### config.mk
export PLATFORM = sky130hd
export DESIGN_NAME = batcharger_ctrl
export DESIGN_NICKNAME = d
export VERILOG_FILES = /design/src/rtl/batcharger_pkg.sv /design/src/rtl/batcharger_cv_timer.sv /design/src/rtl/batcharger_ctrl.sv
export SDC_FILE = /design/constraint.sdc
export NUM_CORES = 1
export LEC_CHECK = 0
export CAP_MARGIN = 20
export CORE_MARGIN = 1
export CORE_UTILIZATION = 47
export DETAILED_ROUTE_END_ITERATION = 16
export HOLD_SLACK_MARGIN = 0.05
export PLACE_DENSITY = 0.91
export SETUP_SLACK_MARGIN = 0.3
export SLEW_MARGIN = 15
export SYNTH_ARGS = -nofsm -noshare
export SYNTH_HDL_FRONTEND = slang
export SYNTH_SLANG_ARGS = --single-unit
export TNS_END_PERCENT = 10
### constraint.sdc
create_clock -name clk -period 2.85 [get_ports clk]
set_input_delay 0.4275 -clock clk [delete_from_list [all_inputs] [get_ports clk]]
set_output_delay 0.4275 -clock clk [all_outputs]
set_load 0.1 [all_outputs]
### src/rtl/batcharger_pkg.sv
// Shared state encoding, mode-bit positions and output decode for the charge sequencer.
// Latency: n/a (types, constants and a pure function only).
// Backpressure: n/a.
package batcharger_pkg;

    // State codes are also the debug encoding on state_o.
    localparam logic [2:0] ST_IDLE  = 3'd0;
    localparam logic [2:0] ST_START = 3'd1;
    localparam logic [2:0] ST_TC    = 3'd2;
    localparam logic [2:0] ST_CC    = 3'd3;
    localparam logic [2:0] ST_CV    = 3'd4;
    localparam logic [2:0] ST_END   = 3'd5;

    typedef enum logic [2:0] {
        S_IDLE  = ST_IDLE,
        S_START = ST_START,
        S_TC    = ST_TC,
        S_CC    = ST_CC,
        S_CV    = ST_CV,
        S_END   = ST_END
    } state_e;

    // Bit positions of the one-hot forcing mode inside outs_t.mode.
    localparam int MODE_TC = 0;
    localparam int MODE_CC = 1;
    localparam int MODE_CV = 2;

    typedef struct packed {
        logic [2:0] mode;     // {cv, cc, tc}
        logic       imonen;
        logic       vmonen;
        logic       tmonen;
    } outs_t;

    // Output pattern for each state. Anything not a legal state decodes to all-off.
    function automatic outs_t decode_outs(input logic [2:0] st);
        outs_t o;
        o = '0;
        case (st)
            ST_START: begin
                o.imonen = 1'b1;
                o.vmonen = 1'b1;
                o.tmonen = 1'b1;
            end
            ST_TC, ST_CC, ST_CV: begin
                o.imonen = 1'b1;
                o.vmonen = 1'b1;
                o.tmonen = 1'b1;
                if (st == ST_TC) o.mode[MODE_TC] = 1'b1;
                if (st == ST_CC) o.mode[MODE_CC] = 1'b1;
                if (st == ST_CV) o.mode[MODE_CV] = 1'b1;
            end
            ST_END: begin
                // Current forcing is off, so the current monitor is parked.
                o.vmonen = 1'b1;
                o.tmonen = 1'b1;
            end
            default: o = '0;
        endcase
        return o;
    endfunction

endpackage

### src/rtl/batcharger_cv_timer.sv
// CV safety timer: 2**PRESC prescaler feeding a saturating TW-bit tick counter.
// Latency: cnt_o updates on the edge after clr_i/run_i are sampled.
// Backpressure: none; clr_i has priority over run_i, counter holds when neither is set.
//
// Ports:
//   clk    in  1   clock, rising edge
//   rstz   in  1   synchronous active-low reset
//   clr_i  in  1   clear prescaler and counter
//   run_i  in  1   advance prescaler this cycle
//   cnt_o  out TW  prescaled tick count, saturates at all-ones
module batcharger_cv_timer #(
    parameter int TW    = 16,
    parameter int PRESC = 8
) (
    input  logic          clk,
    input  logic          rstz,
    input  logic          clr_i,
    input  logic          run_i,
    output logic [TW-1:0] cnt_o
);

    // PRESC=0 still needs a one-bit register; PMAX=0 then wraps every cycle.
    localparam int            PW   = (PRESC > 0) ? PRESC : 1;
    localparam logic [PW-1:0] PMAX = PW'((64'd1 << PRESC) - 64'd1);

    logic [PW-1:0] pre_q, pre_d;
    logic [TW-1:0] cnt_q, cnt_d;

    always_comb begin
        pre_d = pre_q;
        cnt_d = cnt_q;
        if (clr_i) begin
            pre_d = '0;
            cnt_d = '0;
        end else if (run_i) begin
            if (pre_q == PMAX) begin
                pre_d = '0;
                if (cnt_q != {TW{1'b1}}) cnt_d = cnt_q + TW'(1);
            end else begin
                pre_d = pre_q + PW'(1);
            end
        end
    end

    always_ff @(posedge clk) begin
        if (!rstz) begin
            pre_q <= '0;
            cnt_q <= '0;
        end else begin
            pre_q <= pre_d;
            cnt_q <= cnt_d;
        end
    end

    assign cnt_o = cnt_q;

endmodule

### src/rtl/batcharger_ctrl.sv
// Charge sequencer: temperature-qualified IDLE/START/TC/CC/CV/END FSM driving mode selects and monitor enables.
// Latency: outputs are registered from next-state, so they change on the same edge as the state.
// Backpressure: none; ADC codes and thresholds are sampled combinationally every cycle.
//
// Ports:
//   clk, rstz                  clock and synchronous active-low reset
//   en                         charger enable (level)
//   vbat, ibat, vtemp          ADC codes
//   vcutoff, vpreset, vtarget  voltage thresholds; iend termination current
//   tempmin, tempmax           inclusive temperature window; tmax CV timeout in ticks
//   tc, cc, cv                 one-hot forcing mode selects
//   imonen, vmonen, tmonen     monitor enables
//   state_o                    current state code
module batcharger_ctrl
    import batcharger_pkg::*;
#(
    parameter int DW    = 8,
    parameter int TW    = 16,
    parameter int PRESC = 8
) (
    input  logic          clk,
    input  logic          rstz,
    input  logic          en,
    input  logic [DW-1:0] vbat,
    input  logic [DW-1:0] ibat,
    input  logic [DW-1:0] vtemp,
    input  logic [DW-1:0] vcutoff,
    input  logic [DW-1:0] vpreset,
    input  logic [DW-1:0] vtarget,
    input  logic [DW-1:0] iend,
    input  logic [DW-1:0] tempmin,
    input  logic [DW-1:0] tempmax,
    input  logic [TW-1:0] tmax,
    output logic          tc,
    output logic          cc,
    output logic          cv,
    output logic          imonen,
    output logic          vmonen,
    output logic          tmonen,
    output logic [2:0]    state_o
);

    logic [2:0]    state_q, state_d;
    outs_t         outs_q, outs_d;
    logic          tok;
    logic          timer_clr, timer_run;
    logic [TW-1:0] timer_cnt;

    assign tok = (vtemp >= tempmin) && (vtemp <= tempmax);

    // Next-state logic. Enable loss beats everything; within a state the
    // temperature fault is checked before any voltage/current condition.
    always_comb begin
        state_d = state_q;
        if (!en) begin
            state_d = ST_IDLE;
        end else begin
            case (state_q)
                ST_IDLE:  state_d = ST_START;
                ST_START: begin
                    if (!tok)                state_d = ST_START;
                    else if (vbat < vcutoff) state_d = ST_TC;
                    else if (vbat < vpreset) state_d = ST_CC;
                    else                     state_d = ST_END;
                end
                ST_TC: begin
                    if (!tok)                 state_d = ST_START;
                    else if (vbat >= vcutoff) state_d = ST_CC;
                end
                ST_CC: begin
                    if (!tok)                 state_d = ST_START;
                    else if (vbat >= vtarget) state_d = ST_CV;
                end
                ST_CV: begin
                    if (!tok)                                    state_d = ST_START;
                    else if ((ibat <= iend) || (timer_cnt >= tmax)) state_d = ST_END;
                end
                ST_END: begin
                    if (vbat < vpreset) state_d = ST_START;
                end
                default:  state_d = ST_IDLE;
            endcase
        end
    end

    assign outs_d = decode_outs(state_d);

    // Timer starts from zero on each CV entry and is also dropped whenever the
    // sequencer is sent back to IDLE; it only advances while sitting in CV.
    assign timer_clr = ((state_d == ST_CV) && (state_q != ST_CV)) || (state_d == ST_IDLE);
    assign timer_run = (state_q == ST_CV);

    batcharger_cv_timer #(
        .TW    (TW),
        .PRESC (PRESC)
    ) u_cv_timer (
        .clk   (clk),
        .rstz  (rstz),
        .clr_i (timer_clr),
        .run_i (timer_run),
        .cnt_o (timer_cnt)
    );

    always_ff @(posedge clk) begin
        if (!rstz) begin
            state_q <= ST_IDLE;
            outs_q  <= '0;
        end else begin
            state_q <= state_d;
            outs_q  <= outs_d;
        end
    end

    assign tc      = outs_q.mode[MODE_TC];
    assign cc      = outs_q.mode[MODE_CC];
    assign cv      = outs_q.mode[MODE_CV];
    assign imonen  = outs_q.imonen;
    assign vmonen  = outs_q.vmonen;
    assign tmonen  = outs_q.tmonen;
    assign state_o = state_q;

endmodule

* Yosys cells after proc, flatten, opt, wreduce, memory -nomap -nowiden
Index checks and enable logic that the tools add are counted.
Word-level totals: flip-flop bits (word level) 33, bits of input ports 91, logic and storage cells 61
Operators by class: add/sub/neg operators 2, $lt $le $gt $ge 8, equality and inequality tests 13, mux-type cells 18, bitwise operators 1, reductions and logical operators 12
Operators with widths (number):
- two-way mux 3 bit | 11
- >= comparator 8 bit | 3
- case mux 3 bit (6 select lines) | 1
- adder 16 x 1 -> 16 bit (second input constant) | 1
- >= comparator 16 bit | 1
- <= comparator 8 bit | 2
- < comparator 8 bit | 2
- != test 16 bit (second input constant) | 1
- equality test 3 x 2 -> 1 bit (second input constant) | 4
- equality test 3 bit (second input constant) | 4
- adder 8 x 1 -> 8 bit (second input constant) | 1
- equality test 8 bit (second input constant) | 1
- two-way mux 8 bit | 1
- equality test 3 x 1 -> 1 bit (second input constant) | 2
- zero test 3 bit | 2
- OR reduction 5 bit | 1
- two-way mux 1 bit | 4
- OR reduction 4 bit | 1
- != test 3 bit (second input constant) | 1
- AND reduction 3 bit | 1
- OR reduction 3 bit | 1
- logical AND 1 bit | 2
- logical OR 1 bit | 2
- two-way mux 2 bit | 1
- other kinds (3) | 3

* Longest topological paths before layout
Gate-level depths: netlist of run 1.
depth after elaboration 10, mapped depth 11, gate-level depth less buffers 10

* Cells and area by module
Synthesis of run 1 repeated with hierarchy kept, for this count alone.
Second synthesis, totals: cells, all modules 400, area total of the unflattened synthesis 3254.4 µm²
Modules (own cells, without submodules):
- batcharger_ctrl | instances 1, cells an instance 260, area each 2026.9 µm², sequential area each 160.2 µm²
- batcharger_cv_timer | instances 1, cells an instance 140, area each 1227.4 µm², sequential area each 480.5 µm²

* Worst setup path after synthesis of run 1
OpenSTA, ideal clock, no wires.
path type reg-to-reg, start point register state_q[2] (netlist: state_o[2]), end point register outs_q, in the netlist imonen, setup time 0.127 ns, data arrival time 2.543 ns, data required time 2.723 ns, setup slack 0.180 ns, stages on the path, launching flop included 8, buffers on the path 0, clock period less this slack 2.670 ns, cell sequence dfxtp_1 inv_1 a2111oi_2 o31ai_1 o31a_1 a211oi_4 nor3_1 or3_1
On the way: longest elaborated chain between the ends 7
RTL lines:
- start, declared | line batcharger_ctrl.sv:43 | logic [2:0] state_q, state_d;
- start signal, assigned | line batcharger_ctrl.sv:109 | state_q <= state_d;
- two-way mux 3 bit (on tied branches) | line batcharger_ctrl.sv:76, batcharger_ctrl.sv:68, batcharger_ctrl.sv:72
- two-way mux 3 bit (on tied branches) | line batcharger_ctrl.sv:75, batcharger_ctrl.sv:67, batcharger_ctrl.sv:71
- case mux 3 bit (6 select lines) (*) | line batcharger_ctrl.sv:58 | case (state_q)
- two-way mux 3 bit (*) | line batcharger_ctrl.sv:55 | if (!en) begin
- equality test 3 x 2 -> 1 bit, or another cell as far along | line batcharger_pkg.sv:39 | case (st)
- OR reduction 4 bit (no line) (*)
- two-way mux 1 bit (*) | line batcharger_pkg.sv:39
- end signal, assigned | line batcharger_ctrl.sv:110 | outs_q <= outs_d;
- end, declared | line batcharger_ctrl.sv:44 | outs_t outs_q, outs_d;
Every way passes the cells marked *; elsewhere a longest branch is shown, timed or not. A chain may end at the register's enable or synchronous reset.

* Worst setup path in the final report of run 1
start point input ibat[1], end point register u_cv_timer.cnt_q[12] (netlist: u_cv_timer.cnt_o[12])
On the way: longest elaborated chain between the ends 10
RTL lines:
- start, declared | line batcharger_ctrl.sv:25 | input logic [DW-1:0] ibat,
- <= comparator 8 bit (*) | line batcharger_ctrl.sv:76 | else if ((ibat <= iend) || (timer_cnt >= tmax)) state_d = ST_END;
- logical OR 1 bit (*) | line batcharger_ctrl.sv:76
- two-way mux 3 bit (*) | line batcharger_ctrl.sv:76
- two-way mux 3 bit (*) | line batcharger_ctrl.sv:75 | if (!tok) state_d = ST_START;
- case mux 3 bit (6 select lines) (*) | line batcharger_ctrl.sv:58
- two-way mux 3 bit (*) | line batcharger_ctrl.sv:55
- equality test 3 bit | line batcharger_ctrl.sv:90 | assign timer_clr = ((state_d == ST_CV) && (state_q != ST_CV)) || (state_d == ST_IDLE);
- logical AND 1 bit | line batcharger_ctrl.sv:90
- logical OR 1 bit (*) | line batcharger_ctrl.sv:90
- OR reduction 2 bit (no line) (*)
- end signal, assigned | line batcharger_cv_timer.sv:51 | cnt_q <= cnt_d;
- end, declared | line batcharger_cv_timer.sv:27 | logic [TW-1:0] cnt_q, cnt_d;
Marked as above.

==> impl_results.md, run 1 <==
* Initial drt markers at 375
* Starting Density at 49.90%
* DP Area at 0.004188 mm^2
* R2R setup slack at 0.17 ns
* Drt pass-1 iters at 7
* Filler cells at 309
* CP Launch Type: primary input
* Die Y-Extent at 82.45 um
* Worst-Margin Slew at 0.4593 ns
* Final-report hold violation count at 0
* Routability cong. at 0.8563
* Period utilization at 94.55%
* Rel. slew slack at 69.34%
* Largest net degree at the start of global routing at 13
* Seq/Total Area, Yosys at 21.06%
* Syn_area_per_cell at 8.155 um^2
* Pleak at 2.352 nW
* Total power at 0.001383 W
* Worst endpoint data arrival time at 2.87 ns
* Status: finished clean
* Critical Path Fanout Max at 6
* Final core area utilization at 83.29%
* Htree depth at 2
* Rows at 28
* Clk buf depth at 2
* Clock Pin Slew Worst Setup and Hold Paths at 0.07 ns
* Buf/Inv on CP at 2
* Num CTS Buffers at 5
* Dpl hpwl at 6.389 mm
* CTS tree: done
* Fin nets at 652
* Clock Tree Root: clkbuf_8
* WL/cell at 21.29 um
* Vias per cell at 6.304
* CP required at 3.03 ns
* Power density cells at 272.3 mW/mm^2
* Die width at 82.45 um
* Clk_lat worst skew at 0.29 ns
* Warnings from Yosys at 0
* Routed via count at 3606
* Share of layout cells above drive strength 1 at 32.80%
* Max incr delay on CP at 0.36 ns
* Port bufs at 99
* Hold Crit Class: reg -> reg
* Top delay family on crit path: compound AO/OA/AOI/OAI gates
* R2R depth at 10
* Max Fclk at 371.1 MHz
* Slowest CP cell: a2111oi_4
* Crit-path cells: dlygate4sd2_1 > ha_4 > nand4_1 > nor2_2 > a2111oi_4 > o31ai_2 > o31a_1 > a211oi_4 > buf_6 > a21o_4 > nor2_4
* Clock Skew at 0.007528 ns
* WL final at 12.18 mm
* Post-CTS Hold Buffers at 0
* Slew Limit Fails at 0
* RR Startpoint: u_cv_timer.cnt_o[14]
* Overall routing resource usage at 29.25%
* Yosys reg bits at 32
* Number of enable flip-flop cells after synthesis at 0
* Crit path time final at 2.695 ns
* Final Cell Area at 0.005077 mm^2
* RSZ-0062 raised after global routing: true
* Ys async rst share at 0%
* Worst Setup Path Type: in -> reg
* Yosys cell types at 47
* DIE AREA at 0.006797 mm^2
* Syn_nets at 529
* Crit path depth at 11
* Peak supply drop at 0.2508 mV
* Drt drc at 0
* CP endpoint: u_cv_timer.cnt_o[12]
* Vias in the first global route at 3479
* Setup violators final at 0
* P&R area growth vs syn at 66.93%
* GR Overflow Total at 0
* Worst setup startpoint: ibat[1]
* Area of the core at 0.006096 mm^2
* Max_cap viols at 0
* Hold_ws at 0.5189 ns
* Crit path capture type: flop
* I/O pins at 100
* Top FF cell, synth: dfxtp_1
* Setup_tns at 0 ns
* ANT nets after route at 0
* Initial antenna violation count at 0
* First-pass GRT wire length at 15.04 mm
* Synth Instances at 373
* Diodes inserted at 0
* RR Endpoint: u_cv_timer.cnt_o[12]
* Post-Syn Area at 0.003042 mm^2
* Clk sinks at 32
[through the flow]
step	instances	worst slack (ns)
after floorplan	373	0.3357
after global placement	559	-0.2036
after detailed placement	559	-0.2887
after CTS	569	0.3010
after global routing	572	-0.03391
final	572	0.1555
[Yosys cell counts, types with 2 or more instances]
| master | n | share of area [%] |
|---|---|---|
| a2111oi_0 | 2 | 0.58 |
| nor2b_1 | 4 | 0.82 |
| a21o_1 | 9 | 2.2 |
| and3_1 | 5 | 1.0 |
| nand4_1 | 10 | 2.1 |
| a31oi_1 | 3 | 0.62 |
| o31ai_1 | 2 | 0.49 |
| and2_1 | 2 | 0.41 |
| o31a_1 | 2 | 0.58 |
| nand3_1 | 16 | 2.6 |
| buf_6 | 2 | 0.74 |
| and4_1 | 3 | 0.86 |
| o21a_1 | 4 | 0.99 |
| a211oi_1 | 3 | 0.74 |
| dfxtp_1 | 32 | 21 |
| o21ai_0 | 7 | 1.2 |
| mux2i_1 | 2 | 0.66 |
| o211ai_1 | 6 | 1.5 |
| xnor2_1 | 8 | 2.3 |
| xor2_1 | 14 | 4.0 |
| a21oi_1 | 18 | 3.0 |
| nor3_1 | 10 | 1.6 |
| nand2b_1 | 5 | 1.0 |
| or3_1 | 3 | 0.62 |
| inv_1 | 66 | 8.1 |
| nand2_1 | 17 | 2.1 |
| nor2_1 | 34 | 4.2 |
| ha_1 | 65 | 27 |
[worst min-delay path: stages, from the launching register on]
cell,delay [ns]
dfxtp_1,0.34
xor2_1,0.07
nor2_1,0.07
[per-layer routing]
layer	vias to the layer above	wire [um]	GRT usage (%)
met5	-	0	0
met4	0	881	17.02
met3	105	1006	5.604
met2	272	6251	56.53
met1	1679	4038	28.57
li1	1550	-	-
[kinds of logic after synthesis]
kind of cell               count (synthesis)  share of synthesized area, %
DFF                                       32                         21.06
muxes                                      2                        0.6582
AOI/OAI and AO/OA                         67                         16.04
xor gates and xnor gates                  22                         6.335
and+or+nand+nor                          116                         20.03
adders and majority gates                 65                         26.74
buffers and inverters                     69                         9.132
[worst min-delay path by stage]
stage | cells past startpoint | start | slack, ns | to
final | 2 | u_cv_timer.pre_q[6] | 0.52 | u_cv_timer.pre_q[6]
after global routing | 2 | u_cv_timer.pre_q[6] | 0.55 | u_cv_timer.pre_q[6]
after CTS | 2 | u_cv_timer.pre_q[6] | 0.52 | u_cv_timer.pre_q[6]
after detailed placement | 2 | u_cv_timer.pre_q[6] | 0.50 | u_cv_timer.pre_q[6]
after global placement | 2 | u_cv_timer.pre_q[6] | 0.49 | u_cv_timer.pre_q[6]
after floorplan | 2 | u_cv_timer.pre_q[6] | 0.47 | u_cv_timer.pre_q[6]
[state kept, by name (all words and copies together), names as in the netlist]
signal / flops
cv: 1
cc: 1
state_o: 3
tc: 1
u_cv_timer.pre_q: 8
imonen: 1
u_cv_timer.cnt_o: 16
vmonen: 1
[area by class of cell]
type / instances / area, um^2 / area share (%)
multi-input cells: 275 / 2882 / 56.75
repair buffers: 116 / 1114 / 21.93
flip-flops and latches: 32 / 648.1 / 12.76
inverters: 66 / 247.7 / 4.879
well taps: 75 / 93.84 / 1.848
clock buffers: 6 / 82.58 / 1.626
clock inverters: 2 / 10.01 / 0.1971
[timing repair]
item | in CTS | in global routing
endpoints found under the setup margin | 28 | 27
pin swaps | 46 | 60
setup buffers | 0 | 2
gates cloned | 2 | 1
gates resized for setup | 128 | 96
[layout by cell type, fill, tap and decap left out, drive strengths merged, types with 4 or more instances in the layout]
master,count
xor2,14
nand2b,5
nor2,34
a21oi,19
clkdlybuf4s15,10
buf,26
ha,65
dlygate4sd2,39
nand4,11
nor2b,4
dlymetal6s2s,22
nor3,10
nand2,17
o211ai,6
o21a,4
inv,66
nand3,16
a211oi,4
clkbuf,6
clkdlybuf4s50,19
a21o,14
o21ai,7
xnor2,8
dfxtp,32
and3,6
[power breakdown]
part	internal, W	switching [W]
logic	0.000278	0.000277
registers	0.000449	0.00000478
clock network	0.000193	0.000181
total	0.000920	0.000463
Power figures use the tool's default switching activity.
==> inputs of run 2 (changes only) <==
--- a/config.mk
+++ b/config.mk
@@ -10,7 +10,7 @@
 export CORE_UTILIZATION = 47
 export DETAILED_ROUTE_END_ITERATION = 16
 export HOLD_SLACK_MARGIN = 0.05
-export PLACE_DENSITY = 0.91
+export PLACE_DENSITY = 0.82
 export SETUP_SLACK_MARGIN = 0.3
 export SLEW_MARGIN = 15
 export SYNTH_ARGS = -nofsm -noshare
==> run 2 against run 1 <==
Against the previous run:
- sequential power about the same
- final cell count increased by 1.0%
- first-iteration DRC count shrank 34%
- highest routed layer unchanged
- sequential cell count is the same
- clock power up 15%
==> impl_results.md, run 2 (same netlist as run 1, synthesis figures left out) <==
* Crit path capture type: flop
* Initial drt markers at 249
* Rows at 28
* WL final at 10.34 mm
* RSZ-0062 raised after global routing: false
* Die width at 82.45 um
* Multi-input logic area at 0.002899 mm^2
* Vias in the first global route at 3174
* GR Overflow Total at 0
* Clock Pin Slew Worst Setup and Hold Paths at 0.07 ns
* Die Y-Extent at 82.45 um
* Critical Path Fanout Max at 3
* Drt drc at 0
* First-pass GRT wire length at 13.59 mm
* Rel. slew slack at 71.58%
* Diodes inserted at 0
* Status: finished clean
* Hold path startpoint: u_cv_timer.pre_q[6]
* Max FFs per register at 16
* Share of layout cells above drive strength 1 at 33.00%
* Vias per cell at 5.720
* Worst Setup Path Type: in -> reg
* Drt pass-1 iters at 4
* Final Cell Area at 0.005117 mm^2
* Clock Skew at 0.007135 ns
* Commonest non-fill, non-tap cell in the layout: dlygate4sd2_1
* Max_cap viols at 0
* Routability cong. at 0.8249
* Setup violators final at 0
* Max incr delay on CP at 0.34 ns
* Top delay family on crit path: simple AND/OR/NAND/NOR gates
* Most frequent cells in the layout: dlygate4sd2_1 (43), inv_1 (40), ha_4 (34), nor2_1 (32), buf_4 (30)
* DP Area at 0.004188 mm^2
* Crit path time final at 2.562 ns
* Clk_lat worst skew at 0.28 ns
* Slowest CP cell: or3_1
* Overall routing resource usage at 25.83%
* Filler cells at 333
* WL/cell at 17.89 um
* Period utilization at 89.90%
* P&R area growth vs syn at 68.24%
* DIE AREA at 0.006797 mm^2
* Clock Tree Root: clkbuf_8
* CTS tree: done
* Area of the core at 0.006096 mm^2
* Hold_ws at 0.5328 ns
* CP Launch Type: primary input
* Sequential Area at 644.4 um^2
* Num CTS Buffers at 5
* CP required at 3.02 ns
* Crit-path cells: dlygate4sd2_1 > ha_1 > nor2b_1 > o211ai_1 > a211oi_4 > nor3_4 > o21ai_2 > a211oi_4 > buf_6 > nor3_1 > or3_1
* RR Startpoint: u_cv_timer.cnt_o[14]
* Worst hold path depth at 2
* Final-report hold violation count at 0
* Fin nets at 658
* Power density cells at 280.9 mW/mm^2
* Hold Crit Class: reg -> reg
* Initial antenna violation count at 0
* Largest net degree at the start of global routing at 13
* RR Endpoint: imonen
* Htree depth at 2
* Clk sinks at 32
* Max Fclk at 390.3 MHz
* Slew Limit Fails at 0
* CP dominant cell by count: a211oi_4
* Hold Crit Endpoint: u_cv_timer.pre_q[6]
* R2R setup slack at 0.43 ns
* Buf/Inv on CP at 2
* Pleak at 2.361 nW
* Worst-Margin Slew at 0.4252 ns
* R2R depth at 10
* ANT nets after route at 0
* Starting Density at 49.90%
* Worst endpoint data arrival time at 2.74 ns
* Total power at 0.001437 W
* Peak supply drop at 0.2757 mV
* Dpl hpwl at 5.937 mm
* Clk buf depth at 2
* Routed via count at 3306
* I/O pins at 100
* Port bufs at 99
[run 2: what timing repair did]
action / CTS / global route
resized for setup: 123 / 86
hold buffers: 0 / 0
buffers inserted: 3 / 5
gates cloned: 2 / 1
pin swaps: 44 / 50
endpoints found under the setup margin: 29 / 28
[run 2: final cells by class]
type                       count  share of cell area, %
inverter                      66                  4.841
tap                           75                  1.834
timing repair buffer         122                  21.98
multi-input combinational    275                  56.65
sequential                    32                  12.59
clock inverter                 2                 0.6846
clock buffer                   6                  1.418
[run 2: worst max-delay path by stage]
stage	from	to	slack, ns	depth (start not counted)
2_1_floorplan	tmax[14]	imonen	0.34	10
3_3_place_gp	tmax[14]	u_cv_timer.pre_q[5]	-0.21	11
3_5_place_dp	tmax[14]	u_cv_timer.cnt_o[1]	-0.31	11
4_1_cts	vbat[1]	cc	0.30	10
5_1_grt	vtemp[1]	imonen	0.21	11
6_report	vtemp[1]	imonen	0.29	11
[run 2: report_power, final]
part | switching (W) | internal, W
Sequential | 0.00000396 | 0.000450
Combinational | 0.000270 | 0.000283
Clock | 0.000171 | 0.000259
[run 2: through the flow]
step                      setup slack (ns)  cells  utilization [%]  TNS, ns
after floorplan                     0.3357    373                -        0
after global placement             -0.2144    559            68.70   -5.521
after detailed placement           -0.3096    559            68.70   -8.064
after CTS                           0.3012    572            76.68        0
after global routing                0.2089    578            83.95        0
final                               0.2877    578            83.95        0
[run 2: routing by layer]
layer | global-route usage, % | wire length (um)
met5 | 0 | 0
met4 | 5.614 | 308
met3 | 4.505 | 788
met2 | 51.49 | 5477
met1 | 27.83 | 3765
[run 2: worst reg2reg max path, stage by stage (launching register included)]
cell       delay [ns]
dfxtp_2          0.39
ha_4             0.23
a21oi_2          0.13
nand2_1          0.09
a2111oi_4        0.31
o31ai_2          0.11
o31a_1           0.35
a211oi_4         0.19
buf_6            0.14
nor3_1           0.04
or3_1            0.34
